==> config.mk <==
export PLATFORM = sky130hd
export DESIGN_NAME = jtframe_6809_shram_arb
export DESIGN_NICKNAME = d
export VERILOG_FILES = /design/src/rtl/jtframe_6809_shram_arb.sv
export SDC_FILE = /design/constraint.sdc
export NUM_CORES = 1
export LEC_CHECK = 0
export ABC_AREA = 1
export CAP_MARGIN = 40
export CORE_ASPECT_RATIO = 0.6
export CORE_MARGIN = 2
export CORE_UTILIZATION = 41
export CTS_CLUSTER_SIZE = 24
export DETAILED_ROUTE_END_ITERATION = 10
export PLACE_DENSITY_LB_ADDON = 0.08
export SETUP_SLACK_MARGIN = 0.3
export SKIP_CTS_REPAIR_TIMING = 1
export SYNTH_ARGS = -nofsm -noshare
export SYNTH_HDL_FRONTEND = slang
export SYNTH_SLANG_ARGS = --single-unit
==> constraint.sdc <==
create_clock -name clk -period 1.75 [get_ports clk]
set_input_delay 0.175 -clock clk [delete_from_list [all_inputs] [get_ports clk]]
set_output_delay 0.175 -clock clk [all_outputs]
set_load 0.03 [all_outputs]
==> src/rtl/jtframe_6809_shram_arb.sv <==
// Work-RAM arbiter for a 6809 system: the CPU owns the RAM by default and two devices
// are slotted in between CPU strobes, with a starvation limit that returns the bus to the CPU.
module jtframe_6809_shram_arb #(
  parameter int AW      = 12,
  parameter int MAXWAIT = 4
) (
  input  logic              rstn,
  input  logic              clk,
  input  logic              cpu_cen,
  input  logic              cpu_cs,
  input  logic              cpu_rnw,
  input  logic [AW-1:0]     cpu_addr,
  input  logic [7:0]        cpu_dout,
  output logic              bus_busy,
  output logic [AW-1:0]     ram_addr,
  output logic [7:0]        ram_din,
  output logic              ram_we,
  input  logic [7:0]        ram_dout,
  input  logic [1:0]        req,
  input  logic [1:0]        req_we,
  input  logic [2*AW-1:0]   req_addr,
  input  logic [15:0]       req_din,
  output logic [1:0]        ack,
  output logic [7:0]        req_dout
);

  typedef enum logic [1:0] {IDLE, DEV_ADDR, DEV_DATA} state_t;

  localparam logic [3:0] MAXW = 4'(MAXWAIT);

  state_t          state_q, state_d;
  logic            rr_q, rr_d;
  logic            g_q, g_d;
  logic            we_q, we_d;
  logic [AW-1:0]   addr_q, addr_d;
  logic [7:0]      din_q, din_d;
  logic [7:0]      dout_q, dout_d;
  logic [1:0]      ack_q, ack_d;
  logic [3:0]      cnt_q, cnt_d;
  logic            turn_q, turn_d;
  logic            grant;
  logic            sel;

  always_ff @(posedge clk or negedge rstn) begin
    if (!rstn) begin
      state_q <= IDLE;
      rr_q    <= 1'b0;
      g_q     <= 1'b0;
      we_q    <= 1'b0;
      addr_q  <= '0;
      din_q   <= '0;
      dout_q  <= '0;
      ack_q   <= '0;
      cnt_q   <= '0;
      turn_q  <= 1'b0;
    end else begin
      state_q <= state_d;
      rr_q    <= rr_d;
      g_q     <= g_d;
      we_q    <= we_d;
      addr_q  <= addr_d;
      din_q   <= din_d;
      dout_q  <= dout_d;
      ack_q   <= ack_d;
      cnt_q   <= cnt_d;
      turn_q  <= turn_d;
    end
  end

  always_comb begin
    // A grant never shares a clock with a CPU strobe, so the CPU always wins a tie
    grant    = (state_q == IDLE) && (|req) && !cpu_cen && !turn_q;
    sel      = (&req) ? rr_q : req[1];
    state_d  = state_q;
    rr_d     = rr_q;
    g_d      = g_q;
    we_d     = we_q;
    addr_d   = addr_q;
    din_d    = din_q;
    dout_d   = dout_q;
    ack_d    = 2'b00;
    cnt_d    = cnt_q;
    turn_d   = turn_q;
    ram_addr = cpu_addr;
    ram_din  = cpu_dout;
    ram_we   = cpu_cs & ~cpu_rnw & cpu_cen;
    unique case (state_q)
      IDLE: begin
        if (cpu_cen) begin
          cnt_d  = '0;
          turn_d = 1'b0;
        end
        if (grant) begin
          state_d = DEV_ADDR;
          g_d     = sel;
          we_d    = sel ? req_we[1] : req_we[0];
          addr_d  = sel ? req_addr[AW +: AW] : req_addr[0 +: AW];
          din_d   = sel ? req_din[15:8] : req_din[7:0];
        end
      end
      DEV_ADDR: begin
        ram_addr = addr_q;
        ram_din  = din_q;
        ram_we   = we_q;
        state_d  = DEV_DATA;
      end
      DEV_DATA: begin
        ram_addr     = addr_q;
        ram_din      = din_q;
        ram_we       = 1'b0;
        dout_d       = ram_dout;
        ack_d[g_q]   = 1'b1;
        rr_d         = ~g_q;
        state_d      = IDLE;
        if (cpu_cs && cnt_q != MAXW) begin
          cnt_d = cnt_q + 4'd1;
          if (cnt_d == MAXW) turn_d = 1'b1;
        end
      end
      default: state_d = IDLE;
    endcase
    if (!cpu_cs) cnt_d = '0;
  end

  assign bus_busy = cpu_cs & ~turn_q & ((state_q != IDLE) | grant);
  assign ack      = ack_q;
  assign req_dout = dout_q;

endmodule

==> results of run 1 <==
## power groups by stage
stage / Combinational (mW) / Clock, mW / Sequential [mW]
6_report: 4.57 / 0.573 / 1.51
3_5_place_dp: 3.66 / 0 / 1.52
3_3_place_gp: 3.61 / 0 / 1.52
4_1_cts: 3.67 / 0.585 / 1.51
5_1_grt: 4.93 / 0.623 / 1.56
2_1_floorplan: 2.16 / 0 / 1.68
## critical path, delay by kind of cell, from the launching register on
kind	cells	cell delay [ns]
buf+inv	4	0.41
flops	1	0.40
fa+ha+maj	1	0.35
simple gates	2	0.12
## kinds of logic after synthesis
| group | share of synthesized area, % |
|---|---|
| buffers and inverters | 6.40 |
| adder cells (fa/ha/maj) | 3.77 |
| AND/OR/NAND/NOR | 45.6 |
| AO/OA/AOI/OAI | 1.18 |
| flip-flops | 43.0 |
## layer usage
metal  global-route usage, %  vias to the layer above
li1                        -                     1328
met1                    31.1                     1179
met2                    30.5                       93
met3                    5.86                        4
met4                    3.04                        0
met5                       0                        -
## per-stage QoR
stage                     TNS (ns)  setup WS, ns  instances
after floorplan                  0         0.309        351
after global placement           0         0.186        521
after detailed placement         0         0.142        521
after CTS                    -2.13        -0.124        528
after global routing         -1.12       -0.0743        543
final                            0       0.00231        543
## synth_stat cells
cell type,count
nor2_1,12
nand3_1,32
nand2_1,220
buf_2,7
or2_2,1
o21ai_0,2
o31ai_1,1
inv_2,1
nand4_1,2
clkbuf_1,6
dfrtp_1,40
ha_1,7
buf_6,3
a21oi_1,2
clkinv_1,1
nand2_4,1
inv_1,12
clkinv_2,1
## cells in the final DEF, fill, tap and decap left out
cell type	instances
nand2_1	188
clkdlybuf4s50_1	75
dfrtp_1	40
nand2_2	32
nand3_1	31
buf_6	24
buf_4	15
nor2_1	10
dlymetal6s2s_1	10
inv_1	9
ha_1	6
clkbuf_8	5
inv_4	3
buf_12	3
inv_2	2
nor2_2	2
o21ai_0	2
nand4_1	2
clkinvlp_4	1
nand3_4	1
o31ai_4	1
nand2_4	1
nand2_8	1
or2_2	1
a21oi_4	1
a21oi_1	1
ha_4	1
clkbuf_1	1
clkinv_2	1
clkbuf_16	1
dlygate4sd3_1	1
buf_2	1
buf_8	1
## how the worst max path moves through the flow
stage,end,slack (ns)
floorplan,bus_busy,0.31
finish,ram_addr[10],0.002
global route,ram_addr[10],-0.07
CTS,ram_addr[5],-0.12
detailed placement,addr_q[11],0.14
global placement,g_q,0.19
## registers in the layout (all words and copies together) (netlist names)
| name | flops |
|---|---|
| turn_q | 1 |
| g_q | 1 |
| we_q | 1 |
| cnt_q | 4 |
| rr_q | 1 |
| state_q | 2 |
| din_q | 8 |
| addr_q | 12 |
| ack | 2 |
| req_dout | 8 |
## layout make-up
| cell class | instances | area (sq um) | area share (%) |
|---|---|---|---|
| multi-input cells | 281 | 1330 | 33.8 |
| clock inverters | 1 | 5.00 | 0.127 |
| clock buffers | 6 | 72.6 | 1.84 |
| repair buffers | 131 | 1370 | 34.9 |
| well taps | 69 | 86.3 | 2.19 |
| flip-flops and latches | 40 | 1000 | 25.4 |
| inverters | 15 | 67.6 | 1.72 |
==> run metrics, run 1 <==
Synth Cell Area 2330 sq um; Tmin final 1.75 ns; Worst slew margin 63.9%; Clock Tree Root clkbuf_8; Combinational Power Share 68.7%; clk_lat worst skew 0.29 ns; Total Wirelength 6.76 mm; vias in the first global route 2258; Die ar. 6310 sq um; gr usage total 20.8%; Slew Limit Fails 0; syn avg cell area 6.63 sq um; post-synth top area cell dfrtp_1; Critical Path Sink Type primary output; critical path required time 1.57 ns; Ant. Diodes 0; CP max FO 14; Design Area, Final 3940 sq um; Reg clk slew, reported paths 0.07 ns; Final #Nets 558; Tcrit/Tclk final 99.9%; die width 101 um; M1 wire length 3.29 mm; internal power 3.60 mW; post-synthesis sequential element count 40; Worst Setup SP state_q[0]; Starting Density 42.2%; met3 wire length 518 um; gpl congestion 0.827; CTS Buf Count 5; status finished clean; WL per Instance 12.4 um; final hold vios 0; routed vias 2604; LEAKAGE 2.15 nW; Clk pwr share 8.6%; cells on worst reg2reg path 8; RSZ-0062 raised after global routing yes; met2 wire length 2.93 mm; clock sinks 40; slowest CP cell dfrtp_1; Worst Path Arrival 1.57 ns; Hold WC Path Type in2async; P_sw 3.05 mW; HPWL Detailed 4.83 mm; Net Sw Frac 45.9%; Max Fclk 572 MHz; DRT Pass-1 Iters 4; Seq/Total Area, Yosys 43.0%; core footprint 5520 sq um; Top Ports 109; Synthesized Nets 435; first-pass GRT wire length 10.4 mm; final clock skew 0.00511 ns; critical-path cell list inv_2, ha_4, inv_4, buf_12, nand2_1, nand2_2, buf_6; Die Y 62.3 um; Synth top area share 43.0%; post-route ant nets 0; Worst-Margin Slew 0.542 ns; MaxCap Viol Count 0; DR iter-0 viols 107; Yosys cell types 18; cells after synthesis 351; drt drc 0; # setup viols final 0; kind of critical path reg2out; Area Overhead vs Synth 69.3%; Pwr Total 6.65 mW; largest net degree at the start of global routing 26; worst vdd ir 0.903 mV; synth top area cells dfrtp_1, nand2_1, nand3_1; vias per std cell 4.80; Pwr Density 1690 nW/um^2; initial antenna violation count 0; origin of the critical flop-to-flop path state_q[0]; Top Layer Used met4; Worst R2R End turn_q; H-tree levels 2; total grt overflow 0; Bufs on Longest Clock Path 2; Post-DP Area 3490 sq um; post-layout util 71.4%; Sequential Power Share 22.7%; Filler cells 460; CTS tree built; PortBufs 108; Ys Warns 0; fraction of layout instances using a drive strength above 1 20.7%; CP peak stage delay 0.40 ns; Hold Slack 0.407 ns; kind of start point of the critical path flip-flop; Site Rows 21; reg2reg setup slack 0.19 ns
Power figures use the tool's default switching activity.
==> run 2: changes to the inputs <==
--- a/config.mk
+++ b/config.mk
@@ -12,9 +12,11 @@
 export CORE_UTILIZATION = 41
 export CTS_CLUSTER_SIZE = 24
 export DETAILED_ROUTE_END_ITERATION = 10
+export HOLD_SLACK_MARGIN = 0.15
 export PLACE_DENSITY_LB_ADDON = 0.08
 export SETUP_SLACK_MARGIN = 0.3
 export SKIP_CTS_REPAIR_TIMING = 1
+export SLEW_MARGIN = 20
 export SYNTH_ARGS = -nofsm -noshare
 export SYNTH_HDL_FRONTEND = slang
 export SYNTH_SLANG_ARGS = --single-unit
==> results of run 2 <==
The final DEF is identical to that of run 1; final timing and power are the same.
==> run 3: changes to the inputs <==
--- a/config.mk
+++ b/config.mk
@@ -6,6 +6,7 @@
 export NUM_CORES = 1
 export LEC_CHECK = 0
 export ABC_AREA = 1
+export ABC_CLOCK_PERIOD_IN_PS = 1750
 export CAP_MARGIN = 40
 export CORE_ASPECT_RATIO = 0.6
 export CORE_MARGIN = 2
==> constraint.sdc (replaced) <==
create_clock -name clk -period 1.75 [get_ports clk]
set_input_delay 0.35 -clock clk [delete_from_list [all_inputs] [get_ports clk]]
set_output_delay 0.35 -clock clk [all_outputs]
set_load 0.03 [all_outputs]
==> run metrics, run 3 (synthesis results as in run 1) <==
status complete, but fails checks; violated checks setup timing; Top reg by flops addr_q; Pwr Density 1610 nW/um^2 (-4.4%); Site Rows 21 (unchanged); commonest non-fill, non-tap cell in the layout nand2_1; register area 1000 sq um (+0.25%); fraction of layout instances using a drive strength above 1 34.0% (+13 points); routed vias 2672 (+2.6%); Top Ports 109 (unchanged); Die Y 62.3 um (unchanged); CP max FO 6 (-8); Hold Slack 0.472 ns (+0.0646 ns); vias in the first global route 2355 (+4.3%); Pwr Total 7.06 mW (+6.2%); Ant. Diodes 0 (unchanged); Final Non-Filler Cells 554 (+2.0%); die width 101 um (unchanged); worst vdd ir 1.00 mV (+11%); Filler cells 384 (-17%); Reg clk slew, reported paths 0.08 ns (about the same); # setup viols final 22 (+22); Area Overhead vs Synth 88.1%; commonest cells after routing, fill and taps aside nand2_1, clkdlybuf4s50_1, nand2_2; LEAKAGE 2.39 nW (+11%); reg2reg setup slack 0.22 ns (+0.03 ns); CTS Buf Count 5 (unchanged); Worst slew margin 69.7% (+5.8 points); clk_lat worst skew 0.30 ns (about the same); pre-CTS setup slack -0.0500 ns (-0.192 ns); H-tree levels 2 (unchanged); HPWL Detailed 5.08 mm (+5.1%); final clock skew 0.00424 ns (-0.000869 ns); Design Area, Final 4380 sq um (+11%); Final #Nets 568 (+1.8%); WHS Path Cells 1; DR iter-0 viols 97 (-9.3%); Critical Path Sink Type primary output; Worst Path Arrival 1.60 ns (+0.03 ns); largest net degree at the start of global routing 23 (-12%); CTS tree built; PortBufs 108 (unchanged); final hold vios 0 (unchanged); gr usage total 21.9% (+1.2 points); core footprint 5520 sq um (unchanged); Tmin final 1.95 ns (+0.202 ns); Hold WC Path Type reg2reg; kind of critical path reg2out; Max Fclk 513 MHz (-10%); Bufs on Longest Clock Path 2 (unchanged); Tcrit/Tclk final 111% (+12 points); DRT Pass-1 Iters 4 (unchanged); Worst-Margin Slew 0.455 ns (-0.0866 ns); vias per std cell 4.82 (+0.57%); multi-input logic area 1590 sq um (+20%); Clock Tree Root clkbuf_8; max reg flops 12 (unchanged); Die ar. 6310 sq um (unchanged); MaxCap Viol Count 0 (unchanged); gpl congestion 0.847 (+2.5%); final setup margin -0.199 ns (-0.202 ns); WL per Instance 14.2 um (+14%); kind of start point of the critical path flip-flop; first-pass GRT wire length 10.8 mm (+4.3%); initial antenna violation count 0 (unchanged); Slew Limit Fails 0 (unchanged); Post-DP Area 3660 sq um (+4.9%); RSZ-0062 raised after global routing yes; Starting Density 42.2% (unchanged); post-route ant nets 0 (unchanged); Total Wirelength 7.87 mm (+16%); drt drc 0 (unchanged); cells on worst reg2reg path 11 (+3); total grt overflow 0 (unchanged); critical path required time 1.40 ns (-0.17 ns); clock sinks 40 (unchanged); DP Cell Count 528 (+1.3%)
==> run 3: changes by cell type in the layout (fill, tap and decap cells not counted), moves of 4 or more <==
cell and change:
nand2_1 -51, buf_4 +13, nand2_2 +20, clkbuf_16 +4, buf_6 -12, nand2_4 +31
==> run 3: worst max-delay path, cell delays in order, from the launching register on <==
cell     delay [ns]
dfrtp_1        0.40
inv_2          0.10
ha_4           0.24
buf_4          0.16
o31ai_4        0.24
buf_6          0.16
==> run 3: report_power, final <==
group	internal, mW	switching, mW
Clock	0.282	0.348
Combinational	2.10	2.80
Sequential	1.30	0.243
Total	3.68	3.39
==> run 3: routing by layer <==
layer  up-vias  track usage, %  part of all wire, %
met5         -               0                    0
met4         0            5.24                 0.91
met3         7            7.09                  7.5
met2        99            32.2                   44
met1      1221            31.4                   47
li1       1345               -                    -
==> run 3: through the flow <==
step	TNS (ns)	util, %
2_1_floorplan	0	-
3_3_place_gp	-0.0302	66.3
3_5_place_dp	-0.232	66.3
4_1_cts	-5.36	68.0
5_1_grt	-4.66	79.3
6_report	-3.29	79.3
==> run 3: area by class of cell <==
cell class                      instances  area share (%)
Clock inverter                          3           0.543
Inverter                               15            1.66
Timing Repair inverter                  1           0.172
Multi-Input combinational cell        280            36.4
Clock buffer                            5            1.57
Timing Repair Buffer                  141            34.7
Sequential cell                        40            22.9
Tap cell                               69            1.97
==> run 3: path summary, 6_finish.rpt <==
check / from / end
worst min-delay path: g_q / ack[0]
min in group asynchronous: rstn / req_dout[7]
worst max register to register: state_q[0] / addr_q[9]
max in group asynchronous: rstn / cnt_q[0]
worst max-delay path: state_q[0] / ram_we
worst min register to register: g_q / ack[0]
